File: src/rtl/fifo_frame_pkg.sv
// Shared types and constants for the FIFO frame reader and its sample buffer.
package fifo_frame_pkg;

    typedef enum logic [0:0] {
        SAMPLE = 1'b0,
        CHECK  = 1'b1
    } out_state_e;

    localparam int FRAME_CNT_W = 16;

    // Width of the beat index; kept at least one bit so degenerate lengths still elaborate
    function automatic int idx_width(input int frame_len);
        return (frame_len > 1) ? $clog2(frame_len) : 1;
    endfunction

endpackage

File: src/rtl/sample_skid_buf.sv
// Two-entry sample buffer between the FIFO read port and the output stream.
// Writes land at the tail, pops shift the tail forward; head is always the oldest sample.
module sample_skid_buf
    import fifo_frame_pkg::*;
#(
    parameter int DATA_WIDTH = 8
) (
    input  logic                  clk2,
    input  logic                  reset_n,
    input  logic                  wr_en_i,
    input  logic [DATA_WIDTH-1:0] wr_data_i,
    input  logic                  pop_i,
    output logic [1:0]            occ_o,
    output logic [DATA_WIDTH-1:0] head_o
);

    logic [DATA_WIDTH-1:0] head_q, head_d;
    logic [DATA_WIDTH-1:0] tail_q, tail_d;
    logic [1:0]            occ_q, occ_d;

    // The reader never writes into a full buffer nor pops an empty one
    always_comb begin
        head_d = head_q;
        tail_d = tail_q;
        occ_d  = occ_q;
        case ({wr_en_i, pop_i})
            2'b10: begin
                if (occ_q == 2'd0) begin
                    head_d = wr_data_i;
                end else begin
                    tail_d = wr_data_i;
                end
                occ_d = occ_q + 2'd1;
            end
            2'b01: begin
                head_d = tail_q;
                occ_d  = occ_q - 2'd1;
            end
            2'b11: begin
                if (occ_q == 2'd1) begin
                    head_d = wr_data_i;
                end else begin
                    head_d = tail_q;
                    tail_d = wr_data_i;
                end
            end
            default: begin
            end
        endcase
    end

    always_ff @(posedge clk2) begin
        if (!reset_n) begin
            head_q <= '0;
            tail_q <= '0;
            occ_q  <= 2'd0;
        end else begin
            head_q <= head_d;
            tail_q <= tail_d;
            occ_q  <= occ_d;
        end
    end

    assign occ_o  = occ_q;
    assign head_o = head_q;

endmodule

File: src/rtl/fifo_frame_reader.sv
// Core-clock FIFO consumer that streams fixed-length frames with SOF/EOF and a frame counter.
// Build option FRAME_CHECKSUM_EN appends an XOR checksum beat (carrying EOF) to every frame.
module fifo_frame_reader
    import fifo_frame_pkg::*;
#(
    parameter int DATA_WIDTH = 8,
    parameter int FRAME_LEN  = 4
) (
    input  logic                   clk2,
    input  logic                   reset_n,
    input  logic                   fifo_empty,
    input  logic [DATA_WIDTH-1:0]  fifo_data,
    output logic                   fifo_rd_en,
    output logic [DATA_WIDTH-1:0]  m_data,
    output logic                   m_valid,
    input  logic                   m_ready,
    output logic                   m_sof,
    output logic                   m_eof,
    output logic [FRAME_CNT_W-1:0] frame_cnt
);

    localparam int               IDX_W    = idx_width(FRAME_LEN);
    localparam logic [IDX_W-1:0] IDX_LAST = IDX_W'(FRAME_LEN - 1);

    logic                   pending_q, pending_d;
    logic [IDX_W-1:0]       idx_q, idx_d;
    logic [FRAME_CNT_W-1:0] frame_cnt_q, frame_cnt_d;
    logic [1:0]             occ;
    logic [DATA_WIDTH-1:0]  head;
    logic                   in_check;
    logic                   pop;
    logic                   buf_pop;
    logic                   last_sample;
    logic                   frame_done;
    logic [2:0]             occ_after;

    sample_skid_buf #(
        .DATA_WIDTH(DATA_WIDTH)
    ) u_buf (
        .clk2     (clk2),
        .reset_n  (reset_n),
        .wr_en_i  (pending_q),
        .wr_data_i(fifo_data),
        .pop_i    (buf_pop),
        .occ_o    (occ),
        .head_o   (head)
    );

    assign pop         = m_valid && m_ready;
    assign buf_pop     = pop && !in_check;
    assign last_sample = (idx_q == IDX_LAST);

    // Count the in-flight read as already buffered so at most two samples are ever owed to the buffer
    assign occ_after  = {1'b0, occ} + {2'b00, pending_q} - {2'b00, buf_pop};
    assign fifo_rd_en = reset_n && !fifo_empty && (occ_after < 3'd2);
    assign pending_d  = fifo_rd_en;

    assign m_valid = in_check || (occ != 2'd0);
    assign m_sof   = m_valid && !in_check && (idx_q == '0);

`ifdef FRAME_CHECKSUM_EN
    localparam logic [0:0] ST_SAMPLE = SAMPLE;
    localparam logic [0:0] ST_CHECK  = CHECK;

    logic [0:0]            state_q, state_d;
    logic [DATA_WIDTH-1:0] acc_q, acc_d;

    assign in_check   = (state_q == ST_CHECK);
    assign m_eof      = in_check;
    assign m_data     = in_check ? acc_q : head;
    assign frame_done = pop && in_check;

    // The accumulator restarts on the first sample, so the checksum beat needs no clearing step
    always_comb begin
        state_d = state_q;
        acc_d   = acc_q;
        if (buf_pop) begin
            acc_d = ((idx_q == '0) ? '0 : acc_q) ^ head;
            if (last_sample) begin
                state_d = ST_CHECK;
            end
        end else if (pop) begin
            state_d = ST_SAMPLE;
        end
    end

    always_ff @(posedge clk2) begin
        if (!reset_n) begin
            state_q <= ST_SAMPLE;
            acc_q   <= '0;
        end else begin
            state_q <= state_d;
            acc_q   <= acc_d;
        end
    end
`else
    assign in_check   = 1'b0;
    assign m_eof      = m_valid && last_sample;
    assign m_data     = head;
    assign frame_done = buf_pop && last_sample;
`endif

    always_comb begin
        idx_d       = idx_q;
        frame_cnt_d = frame_cnt_q;
        if (buf_pop) begin
            idx_d = last_sample ? '0 : idx_q + IDX_W'(1);
        end
        if (frame_done) begin
            frame_cnt_d = frame_cnt_q + FRAME_CNT_W'(1);
        end
    end

    always_ff @(posedge clk2) begin
        if (!reset_n) begin
            pending_q   <= 1'b0;
            idx_q       <= '0;
            frame_cnt_q <= '0;
        end else begin
            pending_q   <= pending_d;
            idx_q       <= idx_d;
            frame_cnt_q <= frame_cnt_d;
        end
    end

    assign frame_cnt = frame_cnt_q;

endmodule

File: config.mk
export PLATFORM = sky130hd
export DESIGN_NAME = fifo_frame_reader
export DESIGN_NICKNAME = d
export VERILOG_FILES = /design/src/rtl/fifo_frame_pkg.sv /design/src/rtl/sample_skid_buf.sv /design/src/rtl/fifo_frame_reader.sv
export SDC_FILE = /design/constraint.sdc
export NUM_CORES = 1
export LEC_CHECK = 0
export CAP_MARGIN = 20
export CORE_MARGIN = 2
export CORE_UTILIZATION = 45
export DETAILED_ROUTE_END_ITERATION = 6
export GPL_ROUTABILITY_DRIVEN = 0
export PLACE_DENSITY = 0.74
export SLEW_MARGIN = 20
export SYNTH_ARGS = -nofsm -noshare
export SYNTH_HDL_FRONTEND = slang
export SYNTH_SLANG_ARGS = --single-unit
File: constraint.sdc
create_clock -name clk2 -period 2.4 [get_ports clk2]
set_clock_uncertainty 0.1 [all_clocks]
set_input_delay 0.48 -clock clk2 [delete_from_list [all_inputs] [get_ports clk2]]
set_output_delay 0.48 -clock clk2 [all_outputs]
set_load 0.005 [all_outputs]
==> impl_results.md, run 1 <==
* Die width at 66.77 um
* Most common cell in the netlist: dfxtp_1
* Max_slew headroom at 73.20%
* Layout net count at 265
* Total CTS buffers at 5
* DP Cell Count at 284
* Largest net degree at the start of global routing at 33
* Most Used Layer, Global Route: met2
* WS Path Type: flip-flop to output port
* Maximum clock rate at 0.3850 GHz
* Clk buf depth at 2
* H-tree depth at 2
* Clk_lat worst skew at 0.29 ns
* Area growth syn-to-layout at 41.50%
* Via count at 1468
* Leak at 0.9968 nW
* Cells after synthesis at 189
* Data required, critical path at 1.82 ns
* Largest cells by area after synthesis: dfxtp_1 42%, mux2i_1 11%, nor2_1 6.1%
* Core region area at 3716 um2
* Worst-margin pin slew at 0.3987 ns
* P per Cell Area at 947.2 nW/um2
* Sequential element share of the synthesized area at 41.78%
* Gr ovfl total at 0
* Met1 usage at 22.96%
* Combinational share of power at 43.7%
* NetSw at 0.0007556 W
* Clk sinks at 37
* Wire length of the first global-routing pass at 6299 um
* Final wirelength at 3678 um
* CP Capture Type: output port
* Finish-stage setup viols at 1
* Failing checks: negative setup slack
* Syn Nets at 207
* GRT met3 Usage at 6.081%
* Number of I/O port buffers at 39
* Starting density of the core at 47.71%
* GR Util met2 at 30.75%
* Share of cells above drive strength 1 at 21.37%
* Top cells by count, synth: 37 x dfxtp_1, 29 x nor2_1, 19 x mux2i_1, 14 x nand2_1, 9 x xnor2_1
* Vias per cell at 4.959
* Synthesis Warnings at 0
* Max-slew violation count at 0
* Max-cap violations at 0
* Avg Inst Size Synth at 9.381 um2
* Top cell type's share of synthesized area at 41.78%
* Initial antenna violation count at 0
* Global Route Usage Sum at 19.00%
* Final hold viol count at 0
* Num ports at 40
* Post-route insts no fill at 296
* Most area-hungry cell type in the Yosys netlist: dfxtp_1
* Status: finished with violations
* Hold Path Class: flip-flop to flip-flop
* Crit path DAT at 2.02 ns
* Min Tclk post-route at 2.598 ns
* Iter 0 DRT Violations at 66
* RSZ-0062 raised after global routing: true
* Synth cell types at 32
* Clk pwr share at 23.6%
* Mapped Area at 1773 um2
* Crit share post-route at 108.2%
* EDFF count, synth at 0
* Post-synth top flop: dfxtp_1
* Cell internal pwr at 0.001621 W
* Worst Setup Slack, final at -0.1976 ns
* Clock root buffer: clkbuf_8
* VDD IR max at 0.0006251 V
* DIE HEIGHT at 66.77 um
* Crit-path max FO at 2
* Sw Ratio at 31.80%
* CTS tree: done
* Post-detail-place hpwl at 2569 um
* Post-layout power at 0.002376 W
* Filler cell count at 314
* Startpoint types: flip-flop
* Reg clk slew, reported paths at 0.07 ns
* Seq pwr share at 32.7%
* Antenna Diode Count at 0
* Asr flop ratio synth at 0%
* Post-route DRC at 0
* First drt pass iteration count at 4
* Post-route antenna net violation count at 0
* Die ar. at 4458 um2
* DR WL/cell at 12.43 um
* Vias in the first global route at 1371
* Flops & latches, synth at 37
* Row count at 22
[logic make-up after synthesis]
kind of cell,share of synthesized area [%]
mux,10.73
flops,41.78
simple gates,23.43
compound gates,9.175
xor+xnor,5.929
fa+ha+maj,4.658
buf+inv,4.304
[power groups by stage]
stage	combinational (W)	clock (W)	sequential, W
2_1_floorplan	0.000554	0	0.000800
3_3_place_gp	0.000916	0	0.000786
3_5_place_dp	0.000925	0	0.000787
4_1_cts	0.00102	0.000571	0.000777
5_1_grt	0.00115	0.000597	0.000790
6_report	0.00104	0.000560	0.000777
[flip-flops by register name, summed over array words and instances, names as in the netlist]
| signal | flops |
|---|---|
| u_buf.tail_q | 8 |
| idx_q | 2 |
| pending_q | 1 |
| u_buf.occ_o | 2 |
| u_buf.head_o | 8 |
| frame_cnt | 16 |
[per-layer routing]
layer	wire (um)	vias up	part of all wire, %
met2	1733	31	47
li1	-	759	-
met1	1713	672	47
met4	62	0	1.7
met3	168	6	4.6
met5	0	-	0
[stage by stage]
| stage | utilization (%) | hold slack [ns] | setup slack [ns] | TNS (ns) | instance area [um2] |
|---|---|---|---|---|---|
| finish | 67.51 | 0.3754 | -0.1976 | -0.1976 | 2509 |
| global route | 67.51 | 0.4174 | -0.3171 | -0.3171 | 2509 |
| CTS | 67.10 | 0.3793 | -0.1933 | -0.1933 | 2494 |
| detailed placement | 62.63 | 0.3692 | -0.8666 | -0.9718 | 2327 |
| global placement | 62.63 | 0.3561 | -0.8058 | -0.8664 | 2327 |
| floorplan | - | 0.3530 | 0.01956 | 0 | 1797 |
[worst paths after layout]
| path | from | to | slack [ns] | cells past startpoint |
|---|---|---|---|---|
| worst min-delay path | idx_q[1] | idx_q[1] | 0.38 | 2 |
| worst max register to register | u_buf.occ_o[0] | pending_q | 0.37 | 10 |
| worst min register to register | idx_q[1] | idx_q[1] | 0.38 | 2 |
| worst max-delay path | u_buf.occ_o[0] | fifo_rd_en | -0.20 | 9 |
[critical path: stages, from the launching register on]
cell and delay (ns):
dfxtp_2 0.33, inv_2 0.05, ha_4 0.16, nor2b_4 0.13
xnor2_2 0.14, nand2_2 0.09, fa_2 0.53, nand2_2 0.06
nor3_2 0.10, buf_2 0.13
[final cells by class]
cell class	instances	area, um2	area share [%]
tap	48	60.06	2.394
clock inverter	1	30.03	1.197
timing repair buffer	58	549.3	21.90
multi-input combinational	136	1006	40.10
clock buffer	7	86.33	3.441
sequential	37	743.2	29.63
inverter	9	33.78	1.347
[cells in the final DEF, fill, tap and decap left out, types with 2 or more instances in the layout]
cell and n:
clkdlybuf4s50_1 36, dfxtp_1 35, nor2_1 28, mux2i_1 19, buf_4 16, nand2_1 12, nand3_1 8, a211oi_1 8
xnor2_1 8, a21oi_1 6, nor3_1 6, clkbuf_8 6, inv_1 5, o21ai_0 5, inv_2 4, nor4_2 4
ha_1 4, xor2_1 3, nand2b_1 3, nand2_2 2, or3_1 2, buf_6 2, dfxtp_2 2
[repair_timing]
item                       in CTS  in global routing
pin swaps                       4                  1
setup endpoints to repair       1                  4
resized for setup              14                  4
hold buffers                    0                  0
buffers inserted                3                  1
Note: power is estimated with default switching activity, not from simulation.
==> run 2: changes to the inputs <==
- SKIP_CTS_REPAIR_TIMING: default -> 1
==> run 2 against run 1 <==
Compared with the run above:
- maximum frequency down 3.0%
- the flow still finishes with violations (negative setup slack)
- design area decreased by 1.3%
- sequential share of layout area rose by 0.40 points
- sequential power about the same
==> impl_results.md, run 2 (synthesis results as in run 1) <==
* Min Tclk post-route at 2.677 ns (+0.07939 ns)
* Worst-margin pin slew at 0.4007 ns (+0.002076 ns)
* RSZ-0062 raised after global routing: true
* DR WL/cell at 12.43 um (about the same)
* Largest net degree at the start of global routing at 33 (unchanged)
* Clk sinks at 37 (unchanged)
* Reg clk slew, reported paths at 0.07 ns (about the same)
* First drt pass iteration count at 6 (+2)
* H-tree depth at 2 (unchanged)
* Final hold viol count at 0 (unchanged)
* Data required, critical path at 1.82 ns (about the same)
* Core region area at 3716 um2 (unchanged)
* Vias in the first global route at 1353 (-1.3%)
* Crit-path max FO at 2 (unchanged)
* Antenna Diode Count at 0 (unchanged)
* Num ports at 40 (unchanged)
* Initial antenna violation count at 0 (unchanged)
* Status: finished with violations
* Post-detail-place hpwl at 2569 um (unchanged)
* Die ar. at 4458 um2 (unchanged)
* Failing checks: negative setup slack
* Sum Neg Setup Slack at -0.2770 ns (-0.07939 ns)
* Max-cap violations at 0 (unchanged)
* Crit share post-route at 111.5% (+3.3 points)
* Most frequent cells in the layout: 37 x clkdlybuf4s50_1, 35 x dfxtp_1, 28 x nor2_1
* Area growth syn-to-layout at 39.59%
* Post-route antenna net violation count at 0 (unchanged)
* Number of I/O port buffers at 39 (unchanged)
* Iter 0 DRT Violations at 79 (+20%)
* Startpoint types: flip-flop
* Clk_lat worst skew at 0.29 ns (about the same)
* Worst Setup Slack, final at -0.2770 ns (-0.07939 ns)
* CTS tree: done
* Post-route DRC at 0 (unchanged)
* Hold Path Class: flip-flop to flip-flop
* Share of cells above drive strength 1 at 19.18% (-2.2 points)
* Max reg flops at 16 (unchanged)
* Wire length of the first global-routing pass at 6189 um (-1.7%)
* WS Path Type: flip-flop to output port
* Maximum clock rate at 0.3736 GHz (-3.0%)
* Gr ovfl total at 0 (unchanged)
* Crit path DAT at 2.10 ns (+0.08 ns)
* Most common cell after layout, fill and taps aside: clkdlybuf4s50_1
* Layout net count at 262 (-1.1%)
* Row count at 22 (unchanged)
* DIE HEIGHT at 66.77 um (unchanged)
* Finish-stage setup viols at 1 (unchanged)
* CP Capture Type: output port
* Clock root buffer: clkbuf_8
* Fin util at 66.60% (-0.91 points)
* Via count at 1464 (-0.27%)
* Total CTS buffers at 5 (unchanged)
* Max-slew violation count at 0 (unchanged)
* Global Route Usage Sum at 18.61% (-0.40 points)
* Leak at 0.9700 nW (-2.7%)
* Vias per cell at 4.997 (+0.75%)
* Die width at 66.77 um (unchanged)
* Final wirelength at 3641 um (-1.0%)
* Clk buf depth at 2 (unchanged)
* Max_slew headroom at 73.06% (-0.14 points)
* Starting density of the core at 47.71% (unchanged)
* VDD IR max at 0.0006217 V (-0.54%)
* P per Cell Area at 934.6 nW/um2 (-1.3%)
-- run 2: cell types whose count changed in the layout (fill, tap and decap cells not counted) --
| cell | delta |
|---|---|
| nand2_2 | -1 |
| inv_1 | +1 |
| nor2b_2 | -1 |
| inv_2 | -1 |
| dlygate4sd2_1 | -1 |
| nor2b_1 | +1 |
| clkdlybuf4s50_1 | +1 |
| buf_4 | -1 |
| buf_6 | -2 |
| nand2_1 | +1 |
-- run 2: report_power, final --
part           internal (W)  leakage, nW  switching [W]
Sequential         0.000721        0.301      0.0000543
Clock              0.000339       0.0585       0.000218
Combinational      0.000519        0.611       0.000462
Total               0.00158        0.970       0.000734
-- run 2: cell type report --
class	count	area [um2]
Fill cell	320	1241
Multi-Input combinational cell	136	1001
Sequential cell	37	743.2
Timing Repair Buffer	55	520.5
Clock buffer	7	86.33
Tap cell	48	60.06
Inverter	9	33.78
Clock inverter	1	30.03
-- run 2: per-stage QoR --
stage / hold slack, ns / setup WS, ns / total power, W / instances / instance area (um2)
after detailed placement: 0.3692 / -0.8666 / 0.001712 / 284 / 2327
after CTS: 0.3793 / -0.8722 / 0.002277 / 292 / 2444
final: 0.3749 / -0.2770 / 0.002313 / 293 / 2475
after global routing: 0.4174 / -0.3895 / 0.002476 / 293 / 2475
after floorplan: 0.3530 / 0.01956 / 0.001354 / 189 / 1797
after global placement: 0.3561 / -0.8058 / 0.001702 / 284 / 2327
-- run 2: worst paths after layout --
path / startpoint / slack [ns] / cells after the start / to
hold / removal: idx_q[1] / 0.37 / 2 / idx_q[1]
hold reg to reg: idx_q[1] / 0.37 / 2 / idx_q[1]
setup / recovery: u_buf.occ_o[0] / -0.28 / 9 / fifo_rd_en
setup reg to reg: u_buf.occ_o[0] / 0.44 / 9 / pending_q
-- run 2: critical path, stage by stage, from the launching register on --
cell and delay [ns]:
dfxtp_2 0.33, inv_2 0.05, ha_4 0.16, nor2b_4 0.14, xnor2_2 0.14, nand2_1 0.11
fa_2 0.53, nand2_2 0.07, nor3_2 0.15, buf_2 0.13
-- run 2: layer usage --
metal / wire length (um) / part of all wire (%) / global-route usage (%) / vias to the layer above
met3: 177 / 4.9 / 6.081 / 5
li1: - / - / - / 752
met5: 0 / 0 / 0 / -
met2: 1709 / 47 / 29.88 / 36
met1: 1712 / 47 / 22.51 / 671
met4: 42 / 1.2 / 8.418 / 0
==> run 3: changes to the inputs <==
- PLACE_DENSITY: 0.74 -> 0.76
==> run 3 against run 2 <==
Compared with the run above:
- clock power is 1% lower
- critical path type unchanged
- combinational power is 2% lower
- register-to-register slack hardly changed
- the flow still finishes with violations (negative setup slack)
- worst setup slack better by 0.019 ns
- core utilization is 0.47 points lower
- non-clock buffer count stayed put
- clock-buffer cell count stayed put
- critical path depth stayed put
- flip-flop and latch count stayed put
- power is 1.0% lower
==> impl_results.md, run 3 (synthesis results as in run 1) <==
* Data required, critical path at 1.82 ns (about the same)
* Max-cap violations at 0 (unchanged)
* Share of cells above drive strength 1 at 19.18% (unchanged)
* Min Tclk post-route at 2.658 ns (-0.01891 ns)
* Post-detail-place hpwl at 2615 um (+1.8%)
* Die ar. at 4458 um2 (unchanged)
* Initial antenna violation count at 0 (unchanged)
* Max_slew headroom at 72.92% (-0.14 points)
* Die width at 66.77 um (unchanged)
* Antenna Diode Count at 0 (unchanged)
* CP peak stage delay at 0.53 ns (about the same)
* Post-route DRC at 0 (unchanged)
* Worst Setup Slack, final at -0.2581 ns (+0.01891 ns)
* Worst Hold Endpoint: idx_q[1]
* Reg clk slew, reported paths at 0.07 ns (about the same)
* Place WS at -0.8366 ns (+0.03002 ns)
* Final hold viol count at 0 (unchanged)
* VDD IR max at 0.0005314 V (-15%)
* Crit-path max FO at 2 (unchanged)
* H-tree depth at 2 (unchanged)
* R2R Setup Slk at 0.45 ns (about the same)
* Slowest cell on crit path: fa_2
* Reg2reg start: u_buf.occ_o[0]
* Depth of the worst hold-timing path at 2 (unchanged)
* Wire length of the first global-routing pass at 5927 um (-4.2%)
* Global Route Usage Sum at 17.67% (-0.93 points)
* Cells on worst reg2reg path at 9 (unchanged)
* Post-route antenna net violation count at 0 (unchanged)
* Hold slack at 0.3815 ns (+0.006568 ns)
* Clock root buffer: clkbuf_8
* Sum of buffers and inverters on the critical path at 2 (unchanged)
* Row count at 22 (unchanged)
* Num ports at 40 (unchanged)
* Crit Reg-Reg Endpoint: pending_q
* Levels on crit path at 9 (unchanged)
* CTS tree: done
* Gr ovfl total at 0 (unchanged)
* WS Path Type: flip-flop to output port
* CP Capture Type: output port
* Area growth syn-to-layout at 38.60%
* Largest net degree at the start of global routing at 20 (-39%)
* Number of I/O port buffers at 39 (unchanged)
* Finish-stage setup viols at 1 (unchanged)
* Max-slew violation count at 0 (unchanged)
* Worst-margin pin slew at 0.4046 ns (+0.003875 ns)
* Vias per cell at 5.055 (+1.2%)
* Starting density of the core at 47.71% (unchanged)
* Crit path cell chain: inv_2 -> ha_4 -> nor2b_4 -> xnor2_2 -> nand2_1 -> fa_2 -> nand2_2 -> nor3_2 -> buf_2
* Maximum clock rate at 0.3762 GHz (+0.71%)
* Hold_sp: idx_q[1]
* Final wirelength at 3578 um (-1.7%)
* Most frequent cells in the layout: 37 x clkdlybuf4s50_1, 35 x dfxtp_1, 28 x nor2_1
* Vias in the first global route at 1350 (-0.22%)
* Crit share post-route at 110.8% (-0.79 points)
* Crit path DAT at 2.08 ns (-0.02 ns)
* First drt pass iteration count at 4 (-2)
* Clk buf depth at 2 (unchanged)
* Via count at 1481 (+1.2%)
* DR WL/cell at 12.21 um (-1.7%)
* Leak at 0.9634 nW (-0.69%)
* Total CTS buffers at 5 (unchanged)
* Failing checks: negative setup slack
* Clk sinks at 37 (unchanged)
* Iter 0 DRT Violations at 72 (-8.9%)
* Max reg flops at 16 (unchanged)
* CP delay by family, top: adder cells
* Most common cell after layout, fill and taps aside: clkdlybuf4s50_1
* Clk_lat worst skew at 0.29 ns (about the same)
* RSZ-0062 raised after global routing: true
* DIE HEIGHT at 66.77 um (unchanged)
* Startpoint types: flip-flop
* Core region area at 3716 um2 (unchanged)
* Status: finished with violations
* P per Cell Area at 931.6 nW/um2 (-0.32%)
* Layout net count at 262 (unchanged)
* Hold Path Class: flip-flop to flip-flop
==> run 3: cell counts in the layout (fill, tap and decap cells not counted) <==
No cell type changed its count.
==> run 3: worst max path at each step <==
stage | from | end | slack [ns]
after floorplan | u_buf.occ_o[1] | fifo_rd_en | 0.02
after global placement | m_ready | fifo_rd_en | -0.81
after detailed placement | m_ready | fifo_rd_en | -0.84
after CTS | m_ready | fifo_rd_en | -0.84
after global routing | u_buf.occ_o[0] | fifo_rd_en | -0.37
final | u_buf.occ_o[0] | fifo_rd_en | -0.26
==> run 3: worst reg2reg max path: stages, from the launching register on <==
cell	delay [ns]
dfxtp_2	0.33
inv_2	0.05
ha_4	0.16
buf_4	0.15
or2b_4	0.25
nor2_2	0.11
fa_2	0.45
nand2_2	0.10
buf_4	0.11
nor3_1	0.03
==> run 3: stage by stage <==
stage / instance area (um2) / cells / util (%) / power (W) / TNS (ns)
2_1_floorplan: 1797 / 189 / - / 0.001354 / 0
3_3_place_gp: 2322 / 285 / 62.49 / 0.001699 / -0.8626
3_5_place_dp: 2322 / 285 / 62.49 / 0.001715 / -0.9053
4_1_cts: 2439 / 293 / 65.62 / 0.002272 / -0.8364
5_1_grt: 2457 / 293 / 66.13 / 0.002435 / -0.3725
6_report: 2457 / 293 / 66.13 / 0.002289 / -0.2581
==> run 3: layer usage <==
| metal | vias up | wire (um) | GRT usage, % |
|---|---|---|---|
| met3 | 6 | 172 | 4.392 |
| met2 | 33 | 1712 | 29.88 |
| li1 | 757 | - | - |
| met5 | - | 0 | 0 |
| met4 | 0 | 54 | 8.418 |
| met1 | 685 | 1638 | 20.79 |
==> run 3: power breakdown <==
part	internal, W	total [W]	switching [W]
Sequential	0.000721	0.000777	0.0000560
Combinational	0.000510	0.000962	0.000452
Clock	0.000339	0.000550	0.000211
==> run 3: area by class of cell <==
cell class	count	area (um2)
Clock buffer	7	86.33
Clock inverter	1	30.03
Fill cell	308	1259
Inverter	9	33.78
Multi-Input combinational cell	136	996.0
Sequential cell	37	743.2
Tap cell	48	60.06
Timing Repair Buffer	55	508.0
